`config.mk`:
```
export PLATFORM = sky130hd
export DESIGN_NAME = sr_cpu_core_flat
export DESIGN_NICKNAME = d
export VERILOG_FILES = /design/src/rtl/sr_cpu_core_if.sv /design/src/rtl/sr_cpu_core.sv /design/src/flat_wrapper.sv
export SDC_FILE = /design/constraint.sdc
export NUM_CORES = 1
export LEC_CHECK = 0
export CORE_UTILIZATION = 56
export DETAILED_ROUTE_END_ITERATION = 10
export PLACE_DENSITY = 0.84
export SLEW_MARGIN = 20
export SYNTH_ARGS = -nofsm -noshare
export SYNTH_HDL_FRONTEND = slang
export SYNTH_SLANG_ARGS = --single-unit
```
`constraint.sdc`:
```
create_clock -name clk -period 5.8 [get_ports clk]
set_clock_uncertainty 0.15 [all_clocks]
set_input_delay 1.16 -clock clk [delete_from_list [all_inputs] [get_ports clk]]
set_output_delay 1.16 -clock clk [all_outputs]
set_load 0.03 [all_outputs]
```
`src/rtl/sr_cpu_core_if.sv`:
```
// Shared single-port memory bus between the core (master) and a 512x16 memory (slave).
interface sr_cpu_core_if;
    logic [15:0] read_data;
    logic [1:0]  mem_cmd;
    logic [8:0]  mem_addr;
    logic [15:0] write_data;

    modport master (
        input  read_data,
        output mem_cmd,
        output mem_addr,
        output write_data
    );

    modport slave (
        output read_data,
        input  mem_cmd,
        input  mem_addr,
        input  write_data
    );
endinterface

```
`src/rtl/sr_cpu_core.sv`:
```
// Multicycle 16-bit load/store core: decoder, control FSM, 8x16 register file, shifter/ALU,
// flags, PC and data-address register sharing one memory port for fetch and data.
module sr_cpu_core (
    input  logic          clk,
    input  logic          reset,
    sr_cpu_core_if.master mem,
    output logic [15:0]   out,
    output logic          N,
    output logic          V,
    output logic          Z
);
    typedef enum logic [4:0] {
        StRst, StIf1, StIf2, StUpc, StDec, StWimm, StGeta, StGetb, StExec,
        StWr, StAddr, StLda, StMem1, StMem2, StSdat, StMemw, StHalt
    } state_e;

    localparam logic [1:0] CmdNone  = 2'b00;
    localparam logic [1:0] CmdRead  = 2'b01;
    localparam logic [1:0] CmdWrite = 2'b10;

    state_e      state_q, state_d;
    logic [15:0] ir_q, ir_d, a_q, a_d, b_q, b_d, c_q, c_d;
    logic [8:0]  pc_q, pc_d, da_q, da_d;
    logic        n_q, n_d, v_q, v_d, z_q, z_d;
    logic [1:0]  cmd_q, cmd_d;
    logic        addr_sel_q, addr_sel_d;
    logic [15:0] rf_q [8];
    logic        rf_we;
    logic [2:0]  rf_waddr;
    logic [15:0] rf_wdata;

    logic [2:0]  opcode, rn, rd, rm;
    logic [1:0]  op, shift;
    logic [15:0] sximm8, sximm5, sh_b, alu_a, alu_b, alu_y;
    logic        is_movi, is_movr, is_alu, is_cmp, is_mvn, is_ldr, is_str, is_halt, is_mem;

    assign opcode  = ir_q[15:13];
    assign op      = ir_q[12:11];
    assign rn      = ir_q[10:8];
    assign rd      = ir_q[7:5];
    assign rm      = ir_q[2:0];
    assign sximm8  = {{8{ir_q[7]}}, ir_q[7:0]};
    assign sximm5  = {{11{ir_q[4]}}, ir_q[4:0]};
    assign is_movi = (opcode == 3'b110) && (op == 2'b10);
    assign is_movr = (opcode == 3'b110) && (op == 2'b00);
    assign is_alu  = (opcode == 3'b101);
    assign is_cmp  = is_alu && (op == 2'b01);
    assign is_mvn  = is_alu && (op == 2'b11);
    assign is_ldr  = (opcode == 3'b011) && (op == 2'b00);
    assign is_str  = (opcode == 3'b100) && (op == 2'b00);
    assign is_halt = (opcode == 3'b111);
    assign is_mem  = is_ldr || is_str;
    // Bits [4:3] of LDR/STR are immediate bits, not a shift code.
    assign shift   = is_mem ? 2'b00 : ir_q[4:3];

    always_comb begin
        case (shift)
            2'b01:   sh_b = {b_q[14:0], 1'b0};
            2'b10:   sh_b = {1'b0, b_q[15:1]};
            2'b11:   sh_b = {b_q[15], b_q[15:1]};
            default: sh_b = b_q;
        endcase
        alu_a = (is_movr || state_q == StSdat) ? 16'h0000 : a_q;
        alu_b = (state_q == StAddr) ? sximm5 : sh_b;
        alu_y = alu_a + alu_b;
        if (state_q == StExec && is_alu) begin
            case (op)
                2'b01:   alu_y = alu_a - alu_b;
                2'b10:   alu_y = alu_a & alu_b;
                2'b11:   alu_y = ~alu_b;
                default: alu_y = alu_a + alu_b;
            endcase
        end
    end

    always_comb begin
        state_d  = state_q;
        ir_d     = ir_q;
        a_d      = a_q;
        b_d      = b_q;
        c_d      = c_q;
        pc_d     = pc_q;
        da_d     = da_q;
        n_d      = n_q;
        v_d      = v_q;
        z_d      = z_q;
        rf_we    = 1'b0;
        rf_waddr = rd;
        rf_wdata = c_q;
        case (state_q)
            StRst: state_d = StIf1;
            StIf1: state_d = StIf2;
            StIf2: begin
                ir_d    = mem.read_data;
                state_d = StUpc;
            end
            StUpc: begin
                pc_d    = pc_q + 9'd1;
                state_d = StDec;
            end
            StDec: begin
                if (is_movi)                          state_d = StWimm;
                else if (is_movr || is_mvn)           state_d = StGetb;
                else if (is_alu || is_mem)            state_d = StGeta;
                else if (is_halt)                     state_d = StHalt;
                else                                  state_d = StIf1;
            end
            StWimm: begin
                rf_we    = 1'b1;
                rf_waddr = rn;
                rf_wdata = sximm8;
                state_d  = StIf1;
            end
            StGeta: begin
                a_d     = rf_q[rn];
                state_d = is_mem ? StAddr : StGetb;
            end
            StGetb: begin
                b_d     = rf_q[is_str ? rd : rm];
                state_d = is_str ? StSdat : StExec;
            end
            StExec: begin
                if (is_cmp) begin
                    z_d     = (alu_y == 16'h0000);
                    n_d     = alu_y[15];
                    v_d     = (alu_a[15] != alu_b[15]) && (alu_y[15] != alu_a[15]);
                    state_d = StIf1;
                end else begin
                    c_d     = alu_y;
                    state_d = StWr;
                end
            end
            StWr: begin
                rf_we   = 1'b1;
                state_d = StIf1;
            end
            StAddr: begin
                c_d     = alu_y;
                state_d = StLda;
            end
            StLda: begin
                da_d    = c_q[8:0];
                state_d = is_ldr ? StMem1 : StGetb;
            end
            StMem1: state_d = StMem2;
            StMem2: begin
                rf_we    = 1'b1;
                rf_wdata = mem.read_data;
                state_d  = StIf1;
            end
            StSdat: begin
                c_d     = alu_y;
                state_d = StMemw;
            end
            StMemw:  state_d = StIf1;
            StHalt:  state_d = StHalt;
            default: state_d = StRst;
        endcase

        // Bus outputs are registered, so they are decoded from the upcoming state.
        cmd_d      = CmdNone;
        addr_sel_d = 1'b1;
        case (state_d)
            StIf1, StIf2:   cmd_d = CmdRead;
            StMem1, StMem2: begin
                cmd_d      = CmdRead;
                addr_sel_d = 1'b0;
            end
            StMemw: begin
                cmd_d      = CmdWrite;
                addr_sel_d = 1'b0;
            end
            default: ;
        endcase
    end

    always_ff @(posedge clk) begin
        if (reset) begin
            state_q    <= StRst;
            pc_q       <= 9'd0;
            c_q        <= 16'h0000;
            da_q       <= 9'd0;
            n_q        <= 1'b0;
            v_q        <= 1'b0;
            z_q        <= 1'b0;
            cmd_q      <= CmdNone;
            addr_sel_q <= 1'b1;
        end else begin
            state_q    <= state_d;
            ir_q       <= ir_d;
            a_q        <= a_d;
            b_q        <= b_d;
            c_q        <= c_d;
            pc_q       <= pc_d;
            da_q       <= da_d;
            n_q        <= n_d;
            v_q        <= v_d;
            z_q        <= z_d;
            cmd_q      <= cmd_d;
            addr_sel_q <= addr_sel_d;
            if (rf_we) rf_q[rf_waddr] <= rf_wdata;
        end
    end

    assign mem.mem_cmd    = cmd_q;
    assign mem.mem_addr   = addr_sel_q ? pc_q : da_q;
    assign mem.write_data = c_q;
    assign out            = c_q;
    assign N              = n_q;
    assign V              = v_q;
    assign Z              = z_q;
endmodule

```
`src/flat_wrapper.sv`:
```
// flat-port wrapper written by rule: the top's interface ports become plain ports
module sr_cpu_core_flat 
  (clk, reset, out, N, V, Z, mem_read_data, mem_mem_cmd, mem_mem_addr, mem_write_data);
  sr_cpu_core_if mem_i ();
  input  logic clk;
  input  logic reset;
  output logic [15:0] out;
  output logic N;
  output logic V;
  output logic Z;
  input wire logic [$bits(mem_i.read_data)-1:0] mem_read_data;
  output wire logic [$bits(mem_i.mem_cmd)-1:0] mem_mem_cmd;
  output wire logic [$bits(mem_i.mem_addr)-1:0] mem_mem_addr;
  output wire logic [$bits(mem_i.write_data)-1:0] mem_write_data;
  assign mem_i.read_data = mem_read_data;
  assign mem_mem_cmd = mem_i.mem_cmd;
  assign mem_mem_addr = mem_i.mem_addr;
  assign mem_write_data = mem_i.write_data;
  sr_cpu_core u_core (.clk(clk), .reset(reset), .mem(mem_i), .out(out), .N(N), .V(V), .Z(Z));
endmodule
```
==> results.ini <==
[cts]
clock_latency_ns = 0.53
cts_buffers = 23
hold_buffers = 0
h-tree-depth = 1
clock_path_buffers = 3
cts_sinks = 221
cts_root_buf = clkbuf_16
postCtsSetupBuffers = 0
path_clk_slew_ns = 0.07
tritoncts = yes
cts_resized = 0

[floorplanning]
core_um2 = 22090
die_h_um = 153
die_area_um2 = 23410
rows = 54
die_w_um = 153
start_util_pct = 57.79
io_pins = 64

[routing]
avgRoutedWirePerCell_um = 26.66
drt-pass1-iter-count = 5
antenna_left = 0
avgViaCountPerCell = 6.894
drc = 0
initialDrtViolationCount = 1227
vias = 9913
wirelength_um = 38340

[synthesis]
syn-num-nets = 1163
avgSynthCellArea_um2 = 11.50
synth_fa_ha_area_share_pct = 3.547
async_flop_share_pct = 0
netlist_area_um2 = 12770
ys_types = 76
synthTopCellsByCount = 176 x edfxtp_1, 109 x nor2_1, 86 x nand2_1
synth_edf_count = 176
synthTopCellsByArea = edfxtp_1 41%, mux4_2 11%, dfxtp_1 7.1%, mux2_2 3.8%, ha_1 3.2%
synth_xor_area_share_pct = 1.440
synth_top_cell_area_share_pct = 41.39
syn_inst = 1110
synthSimpleGateAreaFrac_pct = 13.04
synth_compound_area_share_pct = 11.95
synth_ff_type = edfxtp_1
synth.area.mux_share_pct = 17.12
ys_seq_area_share_pct = 48.45
yosysMostFrequentCell = edfxtp_1
yosys_warnings = 0
synth-seq-cells = 221
yosysTopAreaCell = edfxtp_1
synth_top_family_by_area = multiplexers

[sta]
hold_viol = 0
worstMarginPinSlew_ns = 1.112
period_needed_ns = 5.364
max_freq_ghz = 0.1864
rsz0062_at_grt = no
fin_crit_sh_pct = 92.48
drv_slew = 0
fin_tns_setup_ns = 0
max_slew_margin_pct = 25.88
setup-violations-final = 0

[global_routing]
grt_max_degree = 48
grt_pass1_vias = 9568
grt_pass1_wl_um = 58290
grt-ovfl-total = 0
track_usage_pct = 33.11
grt_antenna_before_repair = 0

[layout]
syn_to_final_growth_pct = 12.33
n_fill_cell = 1550
final_nets = 1194
diodes = 0
drive_gt1_share_pct = 16.23

[worst_setup_path]
arrival_ns = 5.63
end_kind = flip-flop
cp.required_ns = 6.06
worstSetupPathType = reg2reg
crit_path_max_fanout = 19
startpoint_type = flip-flop

[placed_design]
post-dp-hpwl_um = 26080
gp_congestion = 0.9547
io_buffers = 63

[power]
p_leak_nw = 5.034
power_w = 0.003493
peakVddDrop_uv = 380.3
powerDensity_nw_per_um2 = 243.5

[hold_path]
hp-class = reg2reg

[run]
maxCapViolCount = 0

[outcome]
run_status = complete, no violations

## layout by cell type (no fill, tap or decap), drive strengths merged, types with 7 or more instances in the layout
cell / netlist / routed
mux2i: 26 / 26
edfxtp: 176 / 176
o21ai: 44 / 44
mux2: 43 / 43
nor3b: 9 / 9
nor2: 111 / 111
o22ai: 9 / 9
buf: 33 / 23
clkdlybuf4s50: 0 / 62
clkbuf: 47 / 34
a21oi: 54 / 54
nand2b: 8 / 8
a211oi: 17 / 17
o31ai: 10 / 10
or3: 7 / 7
nor2b: 10 / 10
a31oi: 21 / 21
mux4: 64 / 64
ha: 33 / 33
nand3: 30 / 30
xor2: 12 / 12
nor3: 27 / 27
dfxtp: 45 / 45
inv: 47 / 49
o211a: 8 / 8
nand2: 86 / 86
nand4: 10 / 10
xnor2: 9 / 9
and2: 16 / 16
## path summary, 6_finish.rpt
path                         from  depth (start not counted)  slack [ns]  endpoint
setup / recovery  u_core.ir_q[12]                         18        0.44  u_core.Z
hold / removal           u_core.N                          2        0.30  u_core.N
setup reg to reg  u_core.ir_q[12]                         18        0.44  u_core.Z
hold reg to reg          u_core.N                          2        0.30  u_core.N
## sequential cells by signal, indices dropped and copies added, names as in the netlist, 2 cells and up
register	cells
u_core.ir_q	16
u_core.da_q	9
u_core.mem.write_data	16
u_core.state_q	5
u_core.mem.mem_cmd	2
u_core.rf_q	128
u_core.b_q	16
u_core.pc_q	9
u_core.a_q	16
## critical path, stage by stage (launching register included)
cell and delay, ns:
edfxtp_1 0.55, nor2_2 0.41, o21a_1 0.61, nor2_1 0.08
a21oi_1 0.17, o21ai_0 0.15, nand2_1 0.24, inv_1 0.11
ha_1 0.22, o31ai_1 0.52, a211o_1 0.25, a21oi_1 0.09
o311ai_0 0.60, a21oi_1 0.19, nor2_1 0.12, o22ai_1 0.09
a211oi_1 0.40, inv_1 0.10, a31o_1 0.21
## stage by stage
step	std cells	cell area (µm²)	setup slack (ns)	utilization, %	hold WS, ns
2_1_floorplan	1110	12770	1.124	-	0.3061
3_3_place_gp	1394	13550	0.7111	61.32	0.2960
3_5_place_dp	1394	13550	0.6074	61.32	0.2976
4_1_cts	1436	14310	0.5704	64.78	0.3057
5_1_grt	1438	14340	0.1649	64.92	0.3331
6_report	1438	14340	0.4364	64.92	0.3020
## kinds of logic after synthesis
kind of cell	count (synthesis)
compound gates	227
xor+xnor	21
fa+ha+maj	35
buf+inv	128
flops	221
mux	133
simple gates	345
## final cells by class
| type | instances | area [µm²] | share of cell area, % |
|---|---|---|---|
| Sequential cell | 221 | 6186 | 43.13 |
| Multi-Input combinational cell | 761 | 6056 | 42.22 |
| Timing Repair Buffer | 86 | 805.8 | 5.618 |
| Clock buffer | 33 | 653.1 | 4.554 |
| Tap cell | 280 | 350.3 | 2.443 |
| Inverter | 48 | 180.2 | 1.256 |
| Clock inverter | 9 | 111.4 | 0.7764 |
## report_power, final
part	total, W	internal (W)	leakage, nW	switching [W]
clock	0.00152	0.000879	0.377	0.000640
sequential	0.00172	0.00170	1.99	0.0000179
combinational	0.000252	0.000105	2.66	0.000146
total	0.00349	0.00269	5.03	0.000804
## routing by layer
metal	track usage (%)	part of all wire [%]	wire, µm	vias up
li1	-	-	-	4273
met1	43.92	38	14620	4791
met2	53.58	47	18010	716
met3	6.266	11	4055	133
met4	14.14	4.3	1657	0
met5	0	0	0	-
No activity file was read; power rests on OpenSTA's default activity.
